==> src/rtl/vmicro16_apb_rr_arbiter.sv <==
// vmicro16_apb_rr_arbiter: round-robin arbiter funnelling several APB masters onto one shared APB bus with an access timeout
module vmicro16_apb_rr_arbiter #(
  parameter int MASTER_PORTS = 4,
  parameter int BUS_WIDTH = 16,
  parameter int DATA_WIDTH = 16,
  parameter int TIMEOUT_CYCLES = 255,
  parameter logic [DATA_WIDTH-1:0] ERR_DATA = 16'hDEAD
) (
  input  logic                               clk,
  input  logic                               reset,
  input  logic [MASTER_PORTS*BUS_WIDTH-1:0]  S_PADDR,
  input  logic [MASTER_PORTS-1:0]            S_PWRITE,
  input  logic [MASTER_PORTS-1:0]            S_PSELx,
  input  logic [MASTER_PORTS*DATA_WIDTH-1:0] S_PWDATA,
  output logic [MASTER_PORTS*DATA_WIDTH-1:0] S_PRDATA,
  output logic [MASTER_PORTS-1:0]            S_PREADY,
  output logic [BUS_WIDTH-1:0]               M_PADDR,
  output logic                               M_PWRITE,
  output logic                               M_PSELx,
  output logic                               M_PENABLE,
  output logic [DATA_WIDTH-1:0]              M_PWDATA,
  input  logic [DATA_WIDTH-1:0]              M_PRDATA,
  input  logic                               M_PREADY,
  output logic [$clog2(MASTER_PORTS)-1:0]    grant,
  output logic                               grant_valid,
  output logic                               timeout_err
);
  localparam int GW = $clog2(MASTER_PORTS);
  typedef enum logic [1:0] {IDLE, SETUP, ACCESS} state_t;
  state_t state_q;
  logic [GW-1:0] grant_q, rr_ptr_q, pick;
  logic [7:0] cnt_q;
  logic [MASTER_PORTS-1:0] done_q, elig;
  logic abort_q, any, busy, tmo, fin, live;
  logic [GW:0] sum;
  // the master that just finished is masked for one IDLE cycle so a late-dropping PSEL cannot repeat
  assign elig = S_PSELx & ~done_q;
  always_comb begin
    pick = '0;
    any = 1'b0;
    sum = '0;
    for (int i = MASTER_PORTS-1; i >= 0; i--) begin
      sum = {1'b0, rr_ptr_q} + (GW+1)'(i);
      sum = sum >= (GW+1)'(MASTER_PORTS) ? sum - (GW+1)'(MASTER_PORTS) : sum;
      if (elig[sum[GW-1:0]]) begin
        pick = sum[GW-1:0];
        any = 1'b1;
      end
    end
  end
  assign busy = state_q != IDLE;
  assign tmo = state_q == ACCESS && !M_PREADY && cnt_q == 8'(TIMEOUT_CYCLES-1);
  assign fin = state_q == ACCESS && (M_PREADY || tmo);
  assign live = reset && fin && S_PSELx[grant_q] && !abort_q;
  assign grant = grant_q;
  assign grant_valid = busy;
  assign M_PSELx = busy;
  assign M_PENABLE = state_q == ACCESS;
  assign M_PADDR = busy ? S_PADDR[grant_q*BUS_WIDTH +: BUS_WIDTH] : '0;
  assign M_PWRITE = busy && S_PWRITE[grant_q];
  assign M_PWDATA = busy ? S_PWDATA[grant_q*DATA_WIDTH +: DATA_WIDTH] : '0;
  assign timeout_err = reset && tmo;
  always_comb begin
    S_PREADY = '0;
    S_PRDATA = '0;
    S_PREADY[grant_q] = live;
    S_PRDATA[grant_q*DATA_WIDTH +: DATA_WIDTH] = live ? (tmo ? ERR_DATA : M_PRDATA) : '0;
  end
  always_ff @(posedge clk) begin
    if (!reset) begin
      state_q <= IDLE;
      grant_q <= '0;
      rr_ptr_q <= '0;
      cnt_q <= '0;
      done_q <= '0;
      abort_q <= 1'b0;
    end else begin
      done_q <= '0;
      case (state_q)
        IDLE: begin
          abort_q <= 1'b0;
          if (any) begin
            grant_q <= pick;
            state_q <= SETUP;
          end
        end
        SETUP: begin
          cnt_q <= '0;
          abort_q <= abort_q | ~S_PSELx[grant_q];
          state_q <= ACCESS;
        end
        default: begin
          abort_q <= abort_q | ~S_PSELx[grant_q];
          cnt_q <= fin ? '0 : cnt_q + 8'd1;
          if (fin) begin
            state_q <= IDLE;
            rr_ptr_q <= grant_q == GW'(MASTER_PORTS-1) ? '0 : grant_q + 1'b1;
            done_q <= MASTER_PORTS'(1) << grant_q;
          end
        end
      endcase
    end
  end
endmodule

==> config.mk <==
export PLATFORM = sky130hd
export DESIGN_NAME = vmicro16_apb_rr_arbiter
export DESIGN_NICKNAME = d
export VERILOG_FILES = /design/src/rtl/vmicro16_apb_rr_arbiter.sv
export SDC_FILE = /design/constraint.sdc
export NUM_CORES = 1
export LEC_CHECK = 0
export ABC_AREA = 1
export BUFFER_PORTS_ARGS = -buffer_cell sky130_fd_sc_hd__clkbuf_2
export CORE_AREA = 3 3 101 103
export DETAILED_ROUTE_END_ITERATION = 6
export DIE_AREA = 0 0 104 106
export PLACE_DENSITY_LB_ADDON = 0.2
export SYNTH_ARGS = -nofsm -noshare
export SYNTH_HDL_FRONTEND = slang
export SYNTH_SLANG_ARGS = --single-unit
==> constraint.sdc <==
create_clock -name clk -period 3.75 [get_ports clk]
set_input_delay 1.125 -clock clk [delete_from_list [all_inputs] [get_ports clk]]
set_output_delay 1.125 -clock clk [all_outputs]
set_load 0.01 [all_outputs]
[Yosys cells after proc, flatten, opt, wreduce, memory -nomap -nowiden]
Cells that the tools add are included.
Operators by class
  $add $sub $neg: 10
  $lt $le $gt $ge: 10
  equality and inequality tests: 5
  shift operators: 5
  muxes and demuxes: 36
  bitwise gates (word level): 9
  reductions and logical operators: 21
Operator list (count)
  $shiftx 64x7->16: 2
  $and 64x64->64: 1
  $mux 16: 4
  $shift 16x34->64 const A: 1
  $shiftx 16x34->64: 1
  $neg 6->34: 1
  $mux 2: 11
  $pmux 8 s2: 1
  $lt 2x3->1 const B: 5
  $bmux 1 s2: 6
  $mux 1: 11
  $ge 3x3->1 const B: 3
  $logic_and 1x1->1: 9
  $add 8x1->8 const B: 1
  $and 4x4->4: 2
  $eq 8x8->1 const B: 1
  $mux 8: 1
  $sub 2x1->2 const B: 4
  $add 2x2->3 const B: 2
  $reduce_and 2->1: 3
  $eq 2x2->1 const B: 2
  $not 1->1: 4
  $not 4->4: 1
  $pmux 2 s2: 1
  other kinds (16): 18
Storage, ports and cells
  flip-flop bits (word level): 19
  input port bits: 155
  output and inout bits: 107
  word-level logic and storage cells: 102

[Logic depth before layout (Yosys ltp)]
Gate-level depths: netlist of run 1.
  depth after elaboration: 11
  depth in mapped cells: 13
  depth with buffers taken out: 12

[Worst setup path before layout of run 1]
Ideal clock, no wire load.
  path type: input port to output port
  from: in M_PREADY
  to: out S_PRDATA[34]
  arrival time: 2.281 ns
  slack: 0.344 ns
  cell stages on the path: 10
  cells stage by stage: nor3_1 nand3_2 nand2_2 inv_4 nor2_8 nand2_4 clkinv_4 buf_6 nand2_2 nor3_1
On the way
  word-level cells in the longest chain between the ends: 11
  elaborated cells on any way between the ends: 12
RTL lines
  start, declared: line 23  | input logic M_PREADY,
  $logic_not 1->1: line 52  | assign tmo = state_q == ACCESS && !M_PREADY && cnt_q == 8'(TIMEOUT_CYCLES-1);
  $logic_and 1x1->1 (2 in series): line 52
  $logic_or 1x1->1: line 53  | assign fin = state_q == ACCESS && (M_PREADY || tmo);
  $logic_and 1x1->1: line 53
  $logic_and 1x1->1 (3 in series): line 54  | assign live = reset && fin && S_PSELx[grant_q] && !abort_q;
  $mux 16 (*): line 67  | S_PRDATA[grant_q*DATA_WIDTH +: DATA_WIDTH] = live ? (tmo ? ERR_DATA : M_PRDATA) : '0;
  $shiftx 16x34->64 (*): line 67
  $and 64x64->64 (no line) (*)
  end, declared: line 15  | output logic [MASTER_PORTS*DATA_WIDTH-1:0] S_PRDATA,
Every way passes the cells marked *; elsewhere a longest branch is shown, timed or not.

[Final worst setup path of run 1]
  from: in M_PREADY
  to: out S_PRDATA[47]
Same word-level chain as after synthesis.

==> results of run 1 <==
cell type report:
type,instances,area (um^2)
Clock buffer,4,45.0
Timing Repair Buffer,277,1440
Tap cell,129,161
Fill cell,1015,4880
Multi-Input combinational cell,463,2240
Sequential cell,19,382
Inverter,32,139
cells in the final DEF, fill, tap and decap left out, types with 2 or more instances in the layout:
master,count
clkbuf_2,260
nor2_1,206
o21ai_0,71
nand2_1,50
a21oi_1,42
inv_1,25
dfxtp_1,18
nand4_1,16
buf_4,15
nor3_2,14
or2_2,12
nand3_1,11
nor3_1,10
ha_1,8
nand2_2,5
a211oi_1,3
clkbuf_8,3
inv_2,2
clkinv_1,2
and3_1,2
a31oi_1,2
xor2_1,2
sequential cells by signal, indices dropped and copies added (netlist names):
signal / count
cnt_q: 8
done_q: 4
grant: 2
rr_ptr_q: 2
state_q: 2
abort_q: 1
repair_timing:
action | CTS | global route
setup buffers | 0 | 2
endpoints found under the setup margin | 2 | 46
pin swaps | 0 | 3
gates resized for setup | 1 | 6
routing by layer:
metal	global-route usage, %	up-vias
li1	-	2279
met1	25.1	1918
met2	39.5	260
met3	5.22	38
met4	7.98	0
met5	0	-
worst max-delay path: stages:
cell,delay [ns]
clkbuf_2,0.10
nor3_2,0.15
nand3_2,0.12
nand2_2,0.11
inv_4,0.05
nor2_8,0.09
nand2_4,0.10
clkinv_8,0.09
buf_12,0.14
nand2_1,0.10
nor3_2,0.12
clkbuf_2,0.16
worst min-delay path by stage:
stage               depth (start not counted)  slack (ns)  startpoint    endpoint
floorplan                                   2        0.46  state_q[0]  state_q[0]
global placement                            2        0.48    cnt_q[4]    cnt_q[5]
detailed placement                          2        0.49    cnt_q[4]    cnt_q[5]
CTS                                         2        0.50    cnt_q[4]    cnt_q[5]
global route                                2        0.52    cnt_q[4]    cnt_q[5]
finish                                      2        0.49    cnt_q[4]    cnt_q[5]
synth_stat cells, types with 2 or more instances:
cell type    n
a211oi_1     3
a21oi_1     42
a31oi_1      2
and3_1       2
buf_1        7
buf_2        7
buf_6        2
clkbuf_1    24
clkinv_1     2
dfxtp_1     19
ha_1         8
inv_1       27
nand2_1     50
nand2_2      5
nand3_1     11
nand4_1     16
nor2_1     207
nor3_1      13
nor3_2      11
o21ai_0     71
or2_2       12
xor2_1       2
through the flow:
stage / instances / power [mW] / util, %
after detailed placement: 918 / 1.20 / 46.5
final: 924 / 1.34 / 47.4
after floorplan: 556 / 0.865 / -
after global placement: 918 / 1.20 / 46.5
after global routing: 924 / 1.48 / 47.4
after CTS: 922 / 1.35 / 47.0
power breakdown:
part / switching (mW) / internal [mW]
Clock: 0.0664 / 0.0756
Combinational: 0.634 / 0.331
Sequential: 0.0168 / 0.218
logic make-up (layout without fill, tap and decap cells):
logic type,Yosys count,in the layout,share of synthesized area [%]
xor gates and xnor gates,3,3,0.899
buffers and inverters,74,313,11.1
DFF,19,19,13.0
AOI/OAI and AO/OA,120,120,21.0
adders and majority gates,8,8,3.42
and+or+nand+nor,332,332,50.6
==> tab_implementation.tex, run 1 <==
\begin{tabular}{lr}
\hline
Metric & Value \\
\hline
\multicolumn{2}{l}{\textbf{Clocking}} \\
Clock transition at the registers of the reported paths & 0.07 ns \\
Later-pin clock latency in the skew report & 0.26 ns \\
TritonCTS Buffers & 3 \\
CTS Hold Buffers Added & 0 \\
Clock sink total & 19 \\
Longest Clk Path Bufs & 2 \\
Count of H-tree levels built during CTS & 1 \\
Root Buffer & clkbuf\_8 \\
TritonCTS clock tree & built \\
\multicolumn{2}{l}{\textbf{Finish}} \\
Total non-filler cell area in the finished layout & 0.00440 mm\^{}2 \\
Number of antenna diodes & 0 \\
Synth-to-Final Area Change & 50.6\% \\
Nets@finish & 959 \\
Fraction of final layout cells with drive strength greater than 1 & 40.6\% \\
\multicolumn{2}{l}{\textbf{Critical path}} \\
Critical Path Sink Type & output port \\
Worst setup path startpoint & M\_PREADY \\
Reg2Reg Setup Slack & 2.05 ns \\
Sort of element at the start of the critical path & input pin \\
Largest fanout on the critical path & 15 \\
Worst path required time & 2.62 ns \\
Worst Setup EP & S\_PRDATA[47] \\
Critical path arrival & 2.46 ns \\
Endpoint of the most critical register-to-register path & grant[1] \\
Number of cells on the worst reg-to-reg path & 11 \\
Category of the most critical setup path & in2out \\
Reg2reg start & rr\_ptr\_q[0] \\
\multicolumn{2}{l}{\textbf{Hold path}} \\
Hold/Removal Path Class & reg2reg \\
\multicolumn{2}{l}{\textbf{Floorplanning}} \\
Area inside the core boundary & 0.00928 mm\^{}2 \\
Starting utilization of the core area & 31.5\% \\
Number of top-level design ports & 262 \\
Vert. Die Dim & 106 um \\
Number of rows in the core area & 35 \\
Floorplan die area & 0.0110 mm\^{}2 \\
Width of the chip & 104 um \\
\multicolumn{2}{l}{\textbf{GRT}} \\
Vias in the first global route & 4,101 \\
Wire length of the first global-routing pass & 20,100 um \\
Sum of overflow across all layers after global routing & 0 \\
Pin count of the biggest net entering global routing & 53 \\
Global-route usage over all layers & 21.9\% \\
Antenna violations before repair & 0 \\
\multicolumn{2}{l}{\textbf{Place}} \\
Final weighted congestion of routability-driven global placement & 0.908 \\
Worst slack, placed & -0.0203 ns \\
Half-perimeter wire length after detailed placement & 10,600 um \\
Placed instance area & 0.00432 mm\^{}2 \\
Number of input and output port buffers inserted & 261 \\
\multicolumn{2}{l}{\textbf{STA}} \\
Pins Over Slew Limit & 0 \\
Post-Route Hold Slack & 0.493 ns \\
Count of final setup violators & 0 \\
Time the worst path needs with I/O delays and setup & 3.58 ns \\
Max Freq & 279 MHz \\
Final hold violation count & 0 \\
Setup\_tns & 0 ns \\
Worst setup skew after layout & 0.00588 ns \\
RSZ-0062 raised after global routing & no \\
Post-route setup slack & 0.168 ns \\
Fraction of the cycle the final worst path needs & 95.5\% \\
Slew at the pin with the worst max-slew slack & 0.641 ns \\
Max-Slew Margin vs Limit & 57.1\% \\
\multicolumn{2}{l}{\textbf{Synthesis}} \\
Share of the synthesized area in the top cell type & 26.6\% \\
Cell count after synthesis & 556 \\
Distinct cell type count of the synthesized netlist & 35 \\
Synthesized area divided by synthesized cell count & 5.26 um\^{}2 \\
Largest area contributor in the synthesized netlist & nor2\_1 \\
Flip-flop and latch count after synthesis & 19 \\
Proportion of register bits with asynchronous set or reset after synthesis & 0\% \\
Synthesized Nets & 719 \\
Number of flops mapped to enable cells by yosys & 0 \\
Part of the Yosys area used for sequential elements & 13.0\% \\
Cell types with the largest area share after synthesis & nor2\_1 (27\%), dfxtp\_1 (13\%), o21ai\_0 (12\%), a21oi\_1 (7.2\%), nand2\_1 (6.4\%) \\
Syn. warnings & 0 \\
Netlist area before placement & 0.00292 mm\^{}2 \\
Most common flop cell mapped by yosys & dfxtp\_1 \\
\multicolumn{2}{l}{\textbf{Power}} \\
Ratio of total power to cell area & 305 mW/mm\^{}2 \\
Cell leakage power & 2.28 nW \\
Worst ir drop on vdd & 0.243 mV \\
\multicolumn{2}{l}{\textbf{Routing}} \\
Number of vias after detailed routing & 4,495 \\
Length of routed wiring on met1 & 4840 um \\
Highest metal used & met4 \\
Detailed-routed wire length on met2 & 6420 um \\
Total wirelength of the detailed-routed design & 12,900 um \\
DRC violation total after the first TritonRoute iteration & 259 \\
Count of antenna-violating nets left after detailed routing & 0 \\
Count of TritonRoute iterations in the first routing pass & 5 \\
Average via count per standard cell & 4.86 \\
Length of routed met3 wiring & 1190 um \\
\# DRC & 0 \\
Routed WL per cell & 13.9 um \\
\multicolumn{2}{l}{\textbf{Flow run}} \\
Number of maximum-capacitance violations & 0 \\
\multicolumn{2}{l}{\textbf{Outcome}} \\
Run status & completed \\
\hline
\end{tabular}
Note: power is estimated with default switching activity, not from simulation.
==> run 2: changes to the inputs <==
==> constraint.sdc (replaced) <==
create_clock -name clk -period 3.75 [get_ports clk]
set_input_delay 0.375 -clock clk [delete_from_list [all_inputs] [get_ports clk]]
set_output_delay 0.375 -clock clk [all_outputs]
set_load 0.01 [all_outputs]
==> tab_implementation.tex, run 2 (synthesis gave the netlist of run 1 again) <==
\begin{tabular}{lr}
\hline
Metric & Value \\
\hline
\multicolumn{2}{l}{\textbf{Routing}} \\
Count of antenna-violating nets left after detailed routing & 0 \\
Total wirelength of the detailed-routed design & 13,100 um \\
Number of vias after detailed routing & 4,481 \\
Routed WL per cell & 14.4 um \\
DRC violation total after the first TritonRoute iteration & 292 \\
\# DRC & 0 \\
Average via count per standard cell & 4.91 \\
Count of TritonRoute iterations in the first routing pass & 5 \\
\multicolumn{2}{l}{\textbf{GRT}} \\
Sum of overflow across all layers after global routing & 0 \\
Global-route usage over all layers & 22.3\% \\
Wire length of the first global-routing pass & 20,400 um \\
Antenna violations before repair & 0 \\
Vias in the first global route & 4,222 \\
Pin count of the biggest net entering global routing & 92 \\
\multicolumn{2}{l}{\textbf{Clocking}} \\
Post-cts sizing count & 0 \\
CTS Hold Buffers Added & 0 \\
TritonCTS clock tree & built \\
Count of H-tree levels built during CTS & 1 \\
Longest Clk Path Bufs & 2 \\
Clock sink total & 19 \\
Setup bufs post-CTS & 0 \\
TritonCTS Buffers & 3 \\
Root Buffer & clkbuf\_8 \\
Later-pin clock latency in the skew report & 0.25 ns \\
Clock transition at the registers of the reported paths & 0.06 ns \\
\multicolumn{2}{l}{\textbf{Floorplanning}} \\
Floorplan die area & 0.0110 mm\^{}2 \\
Vert. Die Dim & 106 um \\
Starting utilization of the core area & 31.5\% \\
Width of the chip & 104 um \\
Number of rows in the core area & 35 \\
Area inside the core boundary & 0.00928 mm\^{}2 \\
Number of top-level design ports & 262 \\
\multicolumn{2}{l}{\textbf{Hold path}} \\
Hold/Removal Path Class & in2reg \\
\multicolumn{2}{l}{\textbf{Place}} \\
Placed instance area & 0.00424 mm\^{}2 \\
Cell total after placement & 909 \\
Number of input and output port buffers inserted & 261 \\
Worst slack, placed & 0.727 ns \\
Final weighted congestion of routability-driven global placement & 0.922 \\
Half-perimeter wire length after detailed placement & 10,800 um \\
\multicolumn{2}{l}{\textbf{Finish}} \\
Post-route non-filler standard cell count & 913 \\
Regs by FF count & cnt\_q: 8 flops, done\_q: 4 flops \\
Number of antenna diodes & 0 \\
Layout fillers & 1,007 \\
Fraction of final layout cells with drive strength greater than 1 & 39.3\% \\
Nets@finish & 948 \\
Max FFs per register & 8 \\
Commonest cells after routing, fill and taps aside & clkbuf\_2 (261), nor2\_1 (206), o21ai\_0 (71), nand2\_1 (50), a21oi\_1 (42) \\
Synth-to-Final Area Change & 46.4\% \\
Register with the highest flop count & cnt\_q \\
Most common library cell in the layout ignoring fill and taps & clkbuf\_2 \\
Total non-filler cell area in the finished layout & 0.00428 mm\^{}2 \\
\multicolumn{2}{l}{\textbf{Power}} \\
Cell leakage power & 2.23 nW \\
Final total power & 1.32 mW \\
Ratio of total power to cell area & 309 mW/mm\^{}2 \\
Worst ir drop on vdd & 0.158 mV \\
\multicolumn{2}{l}{\textbf{STA}} \\
Setup\_tns & 0 ns \\
Max Freq & 303 MHz \\
Time the worst path needs with I/O delays and setup & 3.30 ns \\
Pins Over Slew Limit & 0 \\
Post-route setup slack & 0.454 ns \\
Final hold violation count & 0 \\
Fraction of the cycle the final worst path needs & 87.9\% \\
Worst setup skew after layout & 0.00304 ns \\
Count of final setup violators & 0 \\
Slew at the pin with the worst max-slew slack & 0.894 ns \\
RSZ-0062 raised after global routing & no \\
Max-Slew Margin vs Limit & 40.4\% \\
\multicolumn{2}{l}{\textbf{Critical path}} \\
Sort of element at the start of the critical path & flip-flop \\
Largest fanout on the critical path & 18 \\
Critical Path Sink Type & output port \\
Category of the most critical setup path & reg2out \\
Worst path required time & 3.38 ns \\
Critical path arrival & 2.92 ns \\
\multicolumn{2}{l}{\textbf{Flow run}} \\
Number of maximum-capacitance violations & 0 \\
\multicolumn{2}{l}{\textbf{Outcome}} \\
Run status & completed \\
\hline
\end{tabular}
==> run 2: changes by cell type in the layout (fill, tap and decap cells not counted), sizes merged <==
cell	before	now
buf	17	5
clkbuf	264	265
clkinvlp	1	0
inv	28	29
==> run 2: where the power goes <==
group	switching, mW	total [mW]	internal (mW)	leakage [nW]
clock	0.0641	0.140	0.0755	0.0228
sequential	0.0233	0.242	0.218	0.155
combinational	0.625	0.940	0.315	2.05
==> run 2: final timing paths <==
kind,endpoint,startpoint,slack (ns),cells past startpoint
max,S_PRDATA[54],grant[1],0.45,6
min,grant[1],reset,0.40,3
max reg2reg,abort_q,grant[0],1.92,6
min reg2reg,state_q[0],state_q[0],0.51,2
==> run 2: area by class of cell <==
type | instances | area (um^2) | share of cell area (%)
inverters | 32 | 128 | 2.98
well taps | 129 | 161 | 3.77
clock buffers | 4 | 45.0 | 1.05
flip-flops and latches | 19 | 382 | 8.92
multi-input cells | 463 | 2220 | 51.9
repair buffers | 266 | 1340 | 31.4
==> run 2: routing by layer <==
| metal | up-vias | track usage [%] | share of wire, % |
|---|---|---|---|
| met1 | 1938 | 24.9 | 38 |
| met2 | 253 | 41.1 | 50 |
| met3 | 28 | 4.61 | 8.5 |
| li1 | 2262 | - | - |
| met5 | - | 0 | 0 |
| met4 | 0 | 8.93 | 3.7 |
==> run 2: worst max-delay path, cell delays in order (launching register included) <==
cell      delay [ns]
dfxtp_1         0.46
inv_2           0.31
ha_1            0.77
clkinv_1        0.59
nand4_1         0.29
nor2_1          0.09
clkbuf_2        0.16
==> run 2: per-stage QoR <==
step,hold slack [ns],utilization [%]
2_1_floorplan,0.463,-
3_3_place_gp,0.486,45.6
3_5_place_dp,0.503,45.6
4_1_cts,0.408,46.1
5_1_grt,0.439,46.1
6_report,0.402,46.1
==> run 3: changes to the inputs <==
--- a/config.mk
+++ b/config.mk
@@ -5,11 +5,10 @@
 export SDC_FILE = /design/constraint.sdc
 export NUM_CORES = 1
 export LEC_CHECK = 0
-export ABC_AREA = 1
 export BUFFER_PORTS_ARGS = -buffer_cell sky130_fd_sc_hd__clkbuf_2
-export CORE_AREA = 3 3 101 103
+export CORE_AREA = 3 3 102 104
 export DETAILED_ROUTE_END_ITERATION = 6
-export DIE_AREA = 0 0 104 106
+export DIE_AREA = 0 0 105 107
 export PLACE_DENSITY_LB_ADDON = 0.2
 export SYNTH_ARGS = -nofsm -noshare
 export SYNTH_HDL_FRONTEND = slang
==> constraint.sdc (replaced) <==
create_clock -name clk -period 3.75 [get_ports clk]
set_input_delay 0.375 -clock clk [delete_from_list [all_inputs] [get_ports clk]]
set_output_delay 0.375 -clock clk [all_outputs]
set_load 0.02 [all_outputs]
==> tab_implementation.tex, run 3 <==
\begin{tabular}{lr}
\hline
Metric & Value \\
\hline
\multicolumn{2}{l}{\textbf{Floorplanning}} \\
Vert. Die Dim & 107 um \\
Floorplan die area & 0.0112 mm\^{}2 \\
Number of top-level design ports & 262 \\
Starting utilization of the core area & 28.7\% \\
Width of the chip & 105 um \\
Area inside the core boundary & 0.00964 mm\^{}2 \\
Number of rows in the core area & 36 \\
\multicolumn{2}{l}{\textbf{STA}} \\
Worst setup skew after layout & 0.00136 ns \\
Pins Over Slew Limit & 0 \\
Slew at the pin with the worst max-slew slack & 0.988 ns \\
Final hold violation count & 0 \\
Post-Route Hold Slack & 0.508 ns \\
Count of final setup violators & 0 \\
RSZ-0062 raised after global routing & no \\
Setup\_tns & 0 ns \\
Post-route setup slack & 0.418 ns \\
Fraction of the cycle the final worst path needs & 88.9\% \\
Max Freq & 300 MHz \\
Time the worst path needs with I/O delays and setup & 3.33 ns \\
Max-Slew Margin vs Limit & 33.6\% \\
\multicolumn{2}{l}{\textbf{Routing}} \\
\# DRC & 0 \\
Detailed-routed wire length on met2 & 5150 um \\
Number of vias after detailed routing & 3,165 \\
Routed WL per cell & 15.0 um \\
DRC violation total after the first TritonRoute iteration & 167 \\
Average via count per standard cell & 4.79 \\
Total wirelength of the detailed-routed design & 9930 um \\
Length of routed met3 wiring & 712 um \\
Count of TritonRoute iterations in the first routing pass & 4 \\
Count of antenna-violating nets left after detailed routing & 0 \\
Length of routed wiring on met1 & 3970 um \\
Highest metal used & met4 \\
\multicolumn{2}{l}{\textbf{Critical path}} \\
Crit path max-delay cell type & nor4\_4 \\
Worst setup path startpoint & grant[1] \\
Sort of element at the start of the critical path & flip-flop \\
Maximum cell stage delay along the critical path & 0.65 ns \\
Reg2reg start & grant[1] \\
CP Buf/Inv Count & 2 \\
CP top delay family & simple AND/OR/NAND/NOR gates \\
Category of the most critical setup path & reg2out \\
Cell-by-cell trace of the critical path & inv\_1 > ha\_1 > or4bb\_1 > nor4\_4 > o21a\_1 > clkbuf\_2 \\
Worst path required time & 3.38 ns \\
Critical path arrival & 2.96 ns \\
Largest fanout on the critical path & 17 \\
Critical Path Sink Type & output port \\
\multicolumn{2}{l}{\textbf{Place}} \\
Worst slack, placed & 0.391 ns \\
Half-perimeter wire length after detailed placement & 8270 um \\
Cell total after placement & 657 \\
Number of input and output port buffers inserted & 261 \\
Final weighted congestion of routability-driven global placement & 0.768 \\
Placed instance area & 0.00411 mm\^{}2 \\
\multicolumn{2}{l}{\textbf{Clocking}} \\
TritonCTS Buffers & 3 \\
Post-cts sizing count & 0 \\
Clock transition at the registers of the reported paths & 0.07 ns \\
TritonCTS clock tree & built \\
Count of H-tree levels built during CTS & 1 \\
Longest Clk Path Bufs & 2 \\
Clock sink total & 19 \\
Setup bufs post-CTS & 0 \\
Later-pin clock latency in the skew report & 0.25 ns \\
Root Buffer & clkbuf\_8 \\
CTS Hold Buffers Added & 0 \\
\multicolumn{2}{l}{\textbf{Synthesis}} \\
Synthesized Nets & 452 \\
Top cells by count, synth & o21a\_1 (44), and2\_1 (41), mux4\_2 (34) \\
Netlist area before placement & 0.00277 mm\^{}2 \\
Cell count after synthesis & 289 \\
Distinct cell type count of the synthesized netlist & 44 \\
Flip-flop and latch count after synthesis & 19 \\
Cell types with the largest area share after synthesis & mux4\_2 (28\%), dfxtp\_1 (14\%), o21a\_1 (12\%), and2\_1 (9.3\%), and3\_1 (3.8\%) \\
Largest area contributor in the synthesized netlist & mux4\_2 \\
Synthesized area divided by synthesized cell count & 9.57 um\^{}2 \\
Share of the synthesized area in the top cell type & 27.7\% \\
Number of flops mapped to enable cells by yosys & 0 \\
Proportion of register bits with asynchronous set or reset after synthesis & 0\% \\
Syn. warnings & 0 \\
Most common flop cell mapped by yosys & dfxtp\_1 \\
Count leader, synth & o21a\_1 \\
Part of the Yosys area used for sequential elements & 13.8\% \\
\multicolumn{2}{l}{\textbf{Power}} \\
Worst ir drop on vdd & 0.0963 mV \\
Cell leakage power & 2.06 nW \\
Ratio of total power to cell area & 213 mW/mm\^{}2 \\
Final total power & 0.886 mW \\
\multicolumn{2}{l}{\textbf{GRT}} \\
Pin count of the biggest net entering global routing & 49 \\
Sum of overflow across all layers after global routing & 0 \\
Vias in the first global route & 3,233 \\
Global-route usage over all layers & 16.5\% \\
Wire length of the first global-routing pass & 15,300 um \\
Antenna violations before repair & 0 \\
\multicolumn{2}{l}{\textbf{Finish}} \\
Synth-to-Final Area Change & 50.5\% \\
Register cell area after layout & 383 um\^{}2 \\
Post-route non-filler standard cell count & 661 \\
Max FFs per register & 8 \\
Commonest cells after routing, fill and taps aside & clkbuf\_2 (261), o21a\_1 (44), and2\_1 (41), mux4\_2 (34) \\
Area occupied by multi-input gates & 0.00222 mm\^{}2 \\
Nets@finish & 692 \\
Most common library cell in the layout ignoring fill and taps & clkbuf\_2 \\
Layout fillers & 1,035 \\
Core Util, Final & 43.2\% \\
Regs by FF count & cnt\_q: 8 flops, done\_q: 4 flops \\
Register with the highest flop count & cnt\_q \\
Total non-filler cell area in the finished layout & 0.00416 mm\^{}2 \\
Fraction of final layout cells with drive strength greater than 1 & 60.4\% \\
Number of antenna diodes & 0 \\
\multicolumn{2}{l}{\textbf{Hold path}} \\
Hold/Removal Path Class & reg2reg \\
Hold Path Origin & rr\_ptr\_q[0] \\
\multicolumn{2}{l}{\textbf{Flow run}} \\
Number of maximum-capacitance violations & 0 \\
\multicolumn{2}{l}{\textbf{Outcome}} \\
Run status & completed \\
\hline
\end{tabular}
run 3: layout make-up:
| class | count | share of cell area [%] |
|---|---|---|
| sequential | 19 | 9.20 |
| multi-input combinational | 236 | 53.3 |
| timing repair buffer | 264 | 31.9 |
| inverter | 5 | 0.451 |
| tap | 133 | 4.00 |
| clock buffer | 4 | 1.08 |
run 3: kinds of logic after synthesis:
family                     after synthesis  synth area share (%)
xor gates and xnor gates                 6                  1.90
adders and majority gates                8                  3.62
AOI/OAI and AO/OA                       59                  16.4
muxes                                   37                  28.8
DFF                                     19                  13.8
and+or+nand+nor                        126                  29.2
buffers and inverters                   34                  6.29
run 3: final timing paths:
path                  endpoint  slack (ns)  cells past startpoint
hold reg to reg    rr_ptr_q[0]        0.51                      2
hold / removal     rr_ptr_q[0]        0.51                      2
setup reg to reg       abort_q        1.79                      3
setup / recovery  S_PRDATA[48]        0.42                      6
run 3: worst reg2reg max path: stages (launching register included):
cell      delay [ns]
dfxtp_2         0.57
mux4_2          0.59
nand2b_1        0.51
and3_1          0.24
run 3: report_power, final:
group / internal, mW / total, mW / switching [mW] / leakage [nW]
Combinational: 0.238 / 0.522 / 0.284 / 1.88
Clock: 0.0754 / 0.139 / 0.0638 / 0.0228
Sequential: 0.211 / 0.225 / 0.0135 / 0.155
run 3: metal layers:
| layer | vias up | track usage [%] |
|---|---|---|
| li1 | 1562 | - |
| met1 | 1459 | 19.1 |
| met2 | 138 | 31.1 |
| met3 | 6 | 3.67 |
| met4 | 0 | 3.19 |
| met5 | - | 0 |
